File: src/rtl/alu_core.sv
// alu_core: single-cycle ALU with a combinational result/flag path and a
// registered copy of the result, the zero flag and a sticky overflow flag.
// There is no handshake: every clock edge accepts whatever operation is on
// the inputs, and the registered outputs always show the previous edge's op.
module alu_core #(
  parameter int WIDTH = 32
) (
  input  logic             i_Clk,
  input  logic             i_Rst,
  input  logic [WIDTH-1:0] i_SrcA,
  input  logic [WIDTH-1:0] i_SrcB,
  input  logic [2:0]       i_ALUCtrl,
  output logic [WIDTH-1:0] o_ALUResult,
  output logic             o_Zero,
  output logic             o_Overflow,
  output logic [WIDTH-1:0] o_ALUResultQ,
  output logic             o_ZeroQ,
  output logic             o_OvfSticky
);

  localparam logic [2:0] OP_ADD = 3'b000;
  localparam logic [2:0] OP_SUB = 3'b001;
  localparam logic [2:0] OP_AND = 3'b010;
  localparam logic [2:0] OP_OR  = 3'b011;
  localparam logic [2:0] OP_SLT = 3'b101;

  logic [WIDTH-1:0] sum;
  logic [WIDTH-1:0] diff;
  logic             add_ovf;
  logic             sub_ovf;
  logic             slt_bit;

  // Shared adder/subtractor and their two's-complement overflow terms.
  always_comb begin
    sum     = i_SrcA + i_SrcB;
    diff    = i_SrcA + ~i_SrcB + WIDTH'(1);
    add_ovf = (i_SrcA[WIDTH-1] == i_SrcB[WIDTH-1]) &&
              (sum[WIDTH-1] != i_SrcA[WIDTH-1]);
    sub_ovf = (i_SrcA[WIDTH-1] != i_SrcB[WIDTH-1]) &&
              (diff[WIDTH-1] != i_SrcA[WIDTH-1]);
    // Signed less-than stays correct when A-B overflows.
    slt_bit = diff[WIDTH-1] ^ sub_ovf;
  end

  // Operation select; invalid codes yield a zero result and no overflow.
  always_comb begin
    o_ALUResult = '0;
    o_Overflow  = 1'b0;
    case (i_ALUCtrl)
      OP_ADD: begin
        o_ALUResult = sum;
        o_Overflow  = add_ovf;
      end
      OP_SUB: begin
        o_ALUResult = diff;
        o_Overflow  = sub_ovf;
      end
      OP_AND: o_ALUResult = i_SrcA & i_SrcB;
      OP_OR:  o_ALUResult = i_SrcA | i_SrcB;
      OP_SLT: o_ALUResult = {{(WIDTH-1){1'b0}}, slt_bit};
      default: begin
        o_ALUResult = '0;
        o_Overflow  = 1'b0;
      end
    endcase
    o_Zero = (o_ALUResult == '0);
  end

  // Registered copies; reset wins over both sampling and the sticky set.
  always_ff @(posedge i_Clk) begin
    if (i_Rst) begin
      o_ALUResultQ <= '0;
      o_ZeroQ      <= 1'b0;
      o_OvfSticky  <= 1'b0;
    end else begin
      o_ALUResultQ <= o_ALUResult;
      o_ZeroQ      <= o_Zero;
      o_OvfSticky  <= o_OvfSticky | o_Overflow;
    end
  end

endmodule

File: config.mk
export PLATFORM = sky130hd
export DESIGN_NAME = alu_core
export DESIGN_NICKNAME = d
export VERILOG_FILES = /design/src/rtl/alu_core.sv
export SDC_FILE = /design/constraint.sdc
export NUM_CORES = 1
export LEC_CHECK = 0
export ABC_AREA = 1
export CAP_MARGIN = 20
export CORE_MARGIN = 8
export CORE_UTILIZATION = 55
export CTS_CLUSTER_SIZE = 14
export DETAILED_ROUTE_END_ITERATION = 10
export GPL_TIMING_DRIVEN = 0
export PLACE_DENSITY = 0.83
export SYNTH_ARGS = -nofsm -noshare
export SYNTH_HDL_FRONTEND = slang
export SYNTH_SLANG_ARGS = --single-unit
File: constraint.sdc
create_clock -name i_Clk -period 4.8 [get_ports i_Clk]
set_clock_uncertainty 0.2 [all_clocks]
set_input_delay 0.72 -clock i_Clk [delete_from_list [all_inputs] [get_ports i_Clk]]
set_output_delay 0.72 -clock i_Clk [all_outputs]
set_load 0.05 [all_outputs]
==> Word-level counts from Yosys, hierarchy flattened <==
Index checks and enable logic that the tools add are counted.
{ "word_totals": {"output_inout_bits": 68, "reg_bits": 34, "elab_cells": 25} }
{ "classes": {"n_mux": 2, "n_addsub": 3, "n_bitwise": 5, "reduce_logical": 4, "n_eq_ne": 8} }
{ "ops": {"columns": ["op", "n"], "rows": [
  ["case mux 32 bit (5 select lines)", 1],
  ["adder 32 bit", 2],
  ["adder 32 x 1 -> 32 bit, second input constant", 1],
  ["bitwise AND 32 bit", 1],
  ["logical NOT 32 bit", 1],
  ["NOT 32 bit", 1],
  ["OR 32 bit", 1],
  ["equality test 3 x 2 -> 1 bit, second input constant", 2],
  ["equality test 3 x 1 -> 1 bit, second input constant", 1],
  ["equality test 3 bit, second input constant", 1],
  ["logical NOT 3 bit", 1],
  ["!= test 1 bit", 3],
  ["logical AND 1 bit", 2],
  ["case mux 1 bit (2 select lines)", 1],
  ["equality test 1 bit", 1],
  ["OR 1 bit", 1],
  ["XOR 1 bit", 1]
]} }

==> Longest topological paths before layout <==
{ "depth": {"ltp_word": 8, "mapped_depth": 24, "ltp_nobuf": 23} }

==> Worst setup path before layout <==
No wires, ideal clock.
{ "synth_timing": {"path_kind": "input port to output port", "from": "input port i_SrcB[2]", "to": "output port o_Overflow", "path_stages": 17, "n_path_buf": 0, "slack_ns": 0.024, "t_arrival_ns": 3.856, "cell_sequence": "inv_1 ha_1 inv_2 nand2_1 nand2_1 nand2_1 nand3_2 nand2_1 nand3_2 nand2_1 nand2_1 nand2_1 nand2_1 a21oi_1 fa_1 xor2_1 o31ai_1"} }
{ "synth_via": {"elab_chain_len": 6} }
{ "synth_lines": {"columns": ["element", "line", "source"], "rows": [
  ["start, declared", "11", "input logic [WIDTH-1:0] i_SrcB,"],
  ["NOT 32 bit", "36", "diff = i_SrcA + ~i_SrcB + WIDTH'(1);"],
  ["adder 32 bit", "36", null],
  ["adder 32 x 1 -> 32 bit", "36", null],
  ["!= test 1 bit", "40", "(diff[WIDTH-1] != i_SrcA[WIDTH-1]);"],
  ["logical AND 1 bit", "39", "sub_ovf = (i_SrcA[WIDTH-1] != i_SrcB[WIDTH-1]) &&"],
  ["case mux 1 bit (2 select lines) *", "49", "case (i_ALUCtrl)"],
  ["end, declared", "15", "output logic o_Overflow,"]
]} }
Mark *: on every way between the ends. The rest lies on a longest branch, timed or not.

==> Worst setup path after layout <==
{ "layout_timing": {"from": "input port i_SrcB[5]", "to": "output port o_Zero"} }
{ "layout_via": {"elab_chain_len": 8} }
{ "layout_lines": {"columns": ["element", "line", "source"], "rows": [
  ["NOT 32 bit", "36", null],
  ["adder 32 bit", "36", null],
  ["adder 32 x 1 -> 32 bit", "36", null],
  ["!= test 1 bit", "40", null],
  ["logical AND 1 bit", "39", null],
  ["XOR 1 bit", "42", "slt_bit = diff[WIDTH-1] ^ sub_ovf;"],
  ["case mux 32 bit (5 select lines) *", "49", null],
  ["logical NOT 32 bit *", "66", "o_Zero = (o_ALUResult == '0);"],
  ["end, declared", "14", "output logic o_Zero,"]
]} }
Marked as above.

==> impl_metrics.yaml <==
synth:
  syn_area_sq_um: 7742
  ys_ff_latch: 34
  ys.flop_type: "dfxtp_1"
  async_reset_ff_share_pct: 0
  synth.distinct_cells: 44
  synth_area_per_cell_sq_um: 5.479
  post-synth-top-area-fraction_pct: 21.19
  synth_edf_count: 0
  syn_inst: 1413
  yosysMostFrequentCell: "nand2_1"
  synth_area_leaders: "nand2_1 21%, inv_1 16%, ha_1 16%"
  yosysSeqAreaShare_pct: 8.791
  synth_common_cells: "437 x nand2_1, 337 x inv_1, 112 x nand3_1"
  synth_area_leader_cell: "nand2_1"
  syn_nets: 1583
  yosysWarningCount: 0
cells_and_area:
  final_cells: 1809
  regArea_sq_um: 680.7
  syn2layout_area_growth_pct: 36.39
  fin_util_pct: 76.37
  multi_input_area_sq_um: 6087
  drive_gt1_share_pct: 24.74
  diodes: 0
  fin_nets: 1798
  final.fill_count: 1066
sta:
  setup_viol: 0
  worst_slack_ns: 0.009980
  fin_crit_sh_pct: 99.79
  maxSlewHeadroom_pct: 45.71
  worst_slew_pin_slew_ns: 0.8144
  hold_viol: 0
  finalMaxSlewViolations: 0
  fmax_ghz: 0.2088
  rsz0062_at_grt: "yes"
  finalCriticalPeriod_ns: 4.790
place:
  gp_congestion: 1.007
  dp_hpwl_mm: 24.91
  dpl_worst_slack_ns: -1.842
  portBuffers: 136
  dp_cells: 1729
cts:
  cts_root_buf: "clkbuf_16"
  postCtsHoldBufs: 0
  clock-sinks: 34
  clkLatencyLatePin_ns: 0.28
  path_clk_slew_ns: 0.05
  cts_buffer_depth: 2
  cts_tree: "built"
  cts-buffers-inserted: 5
  cts_max_level: 2
outcome:
  status: "finished, final reports clean"
route:
  top_layer: "met5"
  wirelength_mm: 34.85
  drtPass1Iterations: 8
  met1Wirelength_mm: 12.94
  wl_per_cell_um: 19.27
  vias_per_cell: 5.673
  drc: 0
  dr_wl_met3_mm: 4.344
  wl_met2_mm: 15.66
  drtIter0Drc: 1145
  ant_nets: 0
  vias: 10260
critical_path:
  worstPathMaxFanout: 3
  critPathKind: "primary input to primary output"
  path_cells: "buf_2, inv_2, ha_1, inv_1, o21ai_4, nand2_2, nand2_2, nand2_4, nand3_4, nand2_4, nand2_2, nand2_2, nand2_2, a21oi_2, fa_2, nor2_2, a211oi_2, nand3_2, nor2_4, nand2_1, nor2_2, nand3_2, inv_2, buf_8"
  worst_path_most_repeated_cell: "nand2_2"
  worst_ep_required_time_ns: 3.88
  critPathMaxStageDelay_ns: 0.55
  critPathTopFamily: "simple AND/OR/NAND/NOR gates"
  path_buf_inv: 5
  cp.arrival_ns: 3.87
  end_kind: "primary output"
  crit_path_top_delay_cell: "fa_2"
  worstSetupStartpointType: "primary input"
power:
  leakagePower_uw: 0.006004
  power-per-cell-area_nw_per_um2: 193.1
  ir_drop_v: 0.0001289
floorplan:
  start_util_pct: 55.99
  ioPinCount: 137
  fp-row-count: 43
  coreArea_sq_um: 13830
  die_w_um: 134.6
  fp.dieH_um: 134.6
  die_area_sq_um: 18130
grt:
  grt_usage_pct: 35.30
  grt_antenna_before_repair: 1
  overflow: 0
  grt_pass1_vias: 9845
  grt_start_max_net_pins: 11
  grt_first_pass_wirelength_mm: 50.98
run:
  maxCapViolations: 0
min_path:
  hold_class: "flip-flop to flip-flop"
==> per-stage QoR <==
stage                     hold slack (ns)  TNS [ns]  instance area (sq um)  total power, uW
after CTS                          0.3335         0                  10400             1924
after detailed placement           0.3217    -5.331                   9329             1463
after global routing               0.3553   -0.1677                  10560             2133
after global placement             0.2711    -4.606                   9329             1443
final                              0.3313         0                  10560             2039
after floorplan                    0.5468         0                   7742             1087
==> sequential cells by signal, indices dropped and copies added, names as in the netlist <==
| register | count |
|---|---|
| o_ALUResultQ | 32 |
| o_ZeroQ | 1 |
| o_OvfSticky | 1 |
==> cell families after synthesis <==
group / after synthesis / share of synthesized area, %
and+or+nand+nor: 773 / 45.25
buffers and inverters: 392 / 20.80
AOI/OAI and AO/OA: 110 / 8.210
adders and majority gates: 101 / 16.61
DFF: 34 / 8.791
xor gates and xnor gates: 3 / 0.3394
==> worst min-delay path, delay by kind of cell, from the launching register on <==
family	cells	cell delay (ns)
buffers and inverters	1	0.06
DFF	1	0.33
AOI/OAI and AO/OA	1	0.12
==> placed cells by master, fill, tap and decap left out, types with 23 or more instances in the layout <==
master,n
a21oi_1,39
buf_4,98
ha_4,27
nand2_1,414
nand3_2,23
nand2_2,39
inv_2,57
clkdlybuf4s50_1,74
inv_1,271
ha_1,71
nor2_1,91
nand3_1,110
o22ai_1,28
dfxtp_1,34
==> layer usage <==
layer  GRT usage, %  up-vias
met5              0        -
met4          14.04        2
met2          59.94      784
met3          7.058      186
li1               -     4718
met1          42.59     4573
==> repair_timing <==
item | 4_1_cts | 5_1_grt
setup endpoints to repair | 7 | 3
setup buffers | 59 | 28
pin swaps | 53 | 64
gates resized for setup | 315 | 156
==> worst paths after layout <==
path                from           to  slack (ns)  cells after the start
max            i_SrcB[5]       o_Zero        0.01                     24
min          o_OvfSticky  o_OvfSticky        0.33                      2
max reg2reg  o_OvfSticky  o_OvfSticky        3.90                      2
min reg2reg  o_OvfSticky  o_OvfSticky        0.33                      2
==> power by group <==
group | internal, uW | total [uW] | switching [uW]
Clock | 206 | 330 | 124
Sequential | 302 | 309 | 6.45
Combinational | 484 | 1400 | 916
Total | 992 | 2040 | 1050
==> layout make-up <==
class / instances / share of cell area [%]
repair buffers: 223 / 17.50
inverters: 353 / 13.05
plain buffers: 24 / 1.836
clock inverters: 1 / 0.04739
multi-input cells: 987 / 57.64
flip-flops and latches: 34 / 6.446
clock buffers: 7 / 1.351
well taps: 180 / 2.133
(Power assumes the default switching activity.)
==> RTL change, RTL diff (same flow settings) <==
Add an input register stage for `i_SrcA`, `i_SrcB` and `i_ALUCtrl`, without a reset; this delays them by one clock.
--- a/src/rtl/alu_core.sv
+++ b/src/rtl/alu_core.sv
@@ -24,6 +24,16 @@
   localparam logic [2:0] OP_OR  = 3'b011;
   localparam logic [2:0] OP_SLT = 3'b101;
 
+  logic [WIDTH-1:0] i_SrcA_q;
+  logic [WIDTH-1:0] i_SrcB_q;
+  logic [2:0] i_ALUCtrl_q;
+
+  always_ff @(posedge i_Clk) begin
+    i_SrcA_q    <= i_SrcA;
+    i_SrcB_q    <= i_SrcB;
+    i_ALUCtrl_q <= i_ALUCtrl;
+  end
+
   logic [WIDTH-1:0] sum;
   logic [WIDTH-1:0] diff;
   logic             add_ovf;
@@ -32,12 +42,12 @@
 
   // Shared adder/subtractor and their two's-complement overflow terms.
   always_comb begin
-    sum     = i_SrcA + i_SrcB;
-    diff    = i_SrcA + ~i_SrcB + WIDTH'(1);
-    add_ovf = (i_SrcA[WIDTH-1] == i_SrcB[WIDTH-1]) &&
-              (sum[WIDTH-1] != i_SrcA[WIDTH-1]);
-    sub_ovf = (i_SrcA[WIDTH-1] != i_SrcB[WIDTH-1]) &&
-              (diff[WIDTH-1] != i_SrcA[WIDTH-1]);
+    sum     = i_SrcA_q + i_SrcB_q;
+    diff    = i_SrcA_q + ~i_SrcB_q + WIDTH'(1);
+    add_ovf = (i_SrcA_q[WIDTH-1] == i_SrcB_q[WIDTH-1]) &&
+              (sum[WIDTH-1] != i_SrcA_q[WIDTH-1]);
+    sub_ovf = (i_SrcA_q[WIDTH-1] != i_SrcB_q[WIDTH-1]) &&
+              (diff[WIDTH-1] != i_SrcA_q[WIDTH-1]);
     // Signed less-than stays correct when A-B overflows.
     slt_bit = diff[WIDTH-1] ^ sub_ovf;
   end
@@ -46,7 +56,7 @@
   always_comb begin
     o_ALUResult = '0;
     o_Overflow  = 1'b0;
-    case (i_ALUCtrl)
+    case (i_ALUCtrl_q)
       OP_ADD: begin
         o_ALUResult = sum;
         o_Overflow  = add_ovf;
@@ -55,8 +65,8 @@
         o_ALUResult = diff;
         o_Overflow  = sub_ovf;
       end
-      OP_AND: o_ALUResult = i_SrcA & i_SrcB;
-      OP_OR:  o_ALUResult = i_SrcA | i_SrcB;
+      OP_AND: o_ALUResult = i_SrcA_q & i_SrcB_q;
+      OP_OR:  o_ALUResult = i_SrcA_q | i_SrcB_q;
       OP_SLT: o_ALUResult = {{(WIDTH-1){1'b0}}, slt_bit};
       default: begin
         o_ALUResult = '0;
Function: changed (Yosys sat finds a counterexample within 4 cycles, from zero or initial values and one cycle with i_Rst high).
==> RTL change against the original RTL <==
The run now ends with setup timing left. Critical path depth is 1 higher. Total power is 40% higher. Worst setup slack worse by 65 ps. Combinational power is 14% lower. Largest cell class unchanged. Design area is 6.7% higher. Synthesized area is 20% higher. Sequential cell count is 67 higher. Critical endpoint unchanged. Die area is 18% higher. Wire length is 11% lower. First-iteration DRC count is 32% lower.
==> RTL change: results (changes against the original RTL) <==
{| class="wikitable"
! Metric !! Value
|-
| Most common library cells after synthesis || nand2_1 (426), inv_1 (293), nand3_1 (120)
|-
| Cell area after synthesis || 9310 sq um (+20%)
|-
| Post-CTS clock slew at the launch and capture registers of the worst setup and hold paths || 80 ps (+30 ps)
|-
| Vias/cell || 5.24 (-7.6%)
|-
| Maximum single-stage delay on the critical path || 400 ps (-150 ps)
|-
| Peak supply drop || 0.291 mV (+130%)
|-
| Switching share of power || 41.8% (-9.5 points)
|-
| Total Nets Final || 1804 (+0.33%)
|-
| Post-Synth Adder-Cell Area || 13.8% (-2.8 points)
|-
| Drt pass-1 iters || 6 (-2)
|-
| Mean instance size in the synthesized netlist || 6.26 sq um (+14%)
|-
| Final critical-path setup slack || -54.6 ps (-64.6 ps)
|-
| Final weighted congestion in routability-driven placement || 0.976 (-3.1%)
|-
| Worst Path Max Fanout || 8 (+5)
|-
| Slowest stage cell on the critical path || fa_1
|-
| Pin count of the biggest net entering global routing || 19 (+8)
|-
| Vias after detailed routing || 9750 (-5.0%)
|-
| Largest registers || i_SrcA_q x32, i_SrcB_q x32, o_ALUResultQ x32
|-
| Violated checks || setup timing
|-
| Leakage dissipation || 6.24 nW (+4.0%)
|-
| DRC marker count from the first detailed-route iteration || 781 (-32%)
|-
| HPWL after detailed placement || 26200 um (+5.1%)
|-
| Cell total after placement || 1842 (+6.5%)
|-
| Pre-CTS setup slack || -425 ps (+1420 ps)
|-
| Post-synthesis cell type count || 47 (+6.8%)
|-
| Instance area after placement || 10900 sq um (+17%)
|-
| Total CTS buffers || 9 (+4)
|-
| Data arrival time of the critical path || 3930 ps (+60 ps)
|-
| Initial antenna violation count || 0 (-1)
|-
| Filler Cells Inserted || 1544 (+45%)
|-
| Total length of routed wires || 30900 um (-11%)
|-
| Number of I/O port buffers || 135 (-0.74%)
|-
| Combinational fraction of design power || 42.3% (-26 points)
|-
| Remaining max-slew budget at the tightest pin || 53.9% (+8.2 points)
|-
| Insertion delay of the later-clocked pin in the worst-skew pair || 360 ps (+80 ps)
|-
| Clock group power || 0.734 mW (+120%)
|-
| Global-route wire length before repair || 48200 um (-5.5%)
|-
| Layout overhead on the synthesized area || 21.1%
|-
| Final setup vio count || 1 (+1)
|-
| Number of global-route vias before repair || 9203 (-6.5%)
|-
| Result of the run || finished with violations
|}
[RTL change: cell count changes in the layout (fill, tap and decap cells not counted), sizes merged, moves of 8 or more]
cell           unedited run  this run
nor2                    125       117
dfxtp                    34       101
inv                     346       354
clkbuf                   34        14
clkdlybuf4s50            74       131
buf                     140        43
[RTL change: final timing paths]
| check | slack (ps) | cells past startpoint | end | from |
|---|---|---|---|---|
| worst max-delay path | -50 | 25 | o_Zero | i_SrcA_q[4] |
| worst min register to register | 280 | 2 | o_OvfSticky | o_OvfSticky |
| worst max register to register | 1110 | 24 | o_ZeroQ | i_SrcA_q[4] |
| worst min-delay path | 280 | 2 | o_OvfSticky | o_OvfSticky |
[RTL change: worst register-to-register path, cell delays in order, from the launching register on]
cell	delay, ps
dfxtp_2	350
inv_1	40
ha_1	290
buf_6	150
inv_2	60
nand2_1	50
nand2_1	140
inv_1	90
nand3_2	130
nand2_1	100
nand3_2	110
nand2_1	90
nand2_1	80
nand2_1	70
nand2_1	90
a21oi_1	90
fa_1	400
nor3b_1	170
nor2_2	200
nand2_1	80
nor3_1	140
nand3_1	130
nor3_2	180
nand3_2	120
nor2_2	80
[RTL change: repair_timing]
item,in CTS,in global routing
gates resized for setup,15,16
setup buffers,0,1
endpoints found under the setup margin,3,4
pin swaps,2,1
[RTL change: cell type report]
type,instances,share of cell area [%]
multi-input combinational,986,50.1
sequential,101,18.0
timing repair buffer,136,12.0
inverter,357,11.9
buffer,43,2.89
tap,220,2.44
clock buffer,10,2.12
clock inverter,6,0.489
[RTL change: metal layers]
layer	vias up	track usage, %	share of wire [%]
li1	4803	-	-
met1	4376	35.2	42
met2	498	46.1	44
met3	73	7.57	10
met4	0	12.3	4.0
met5	-	0	0
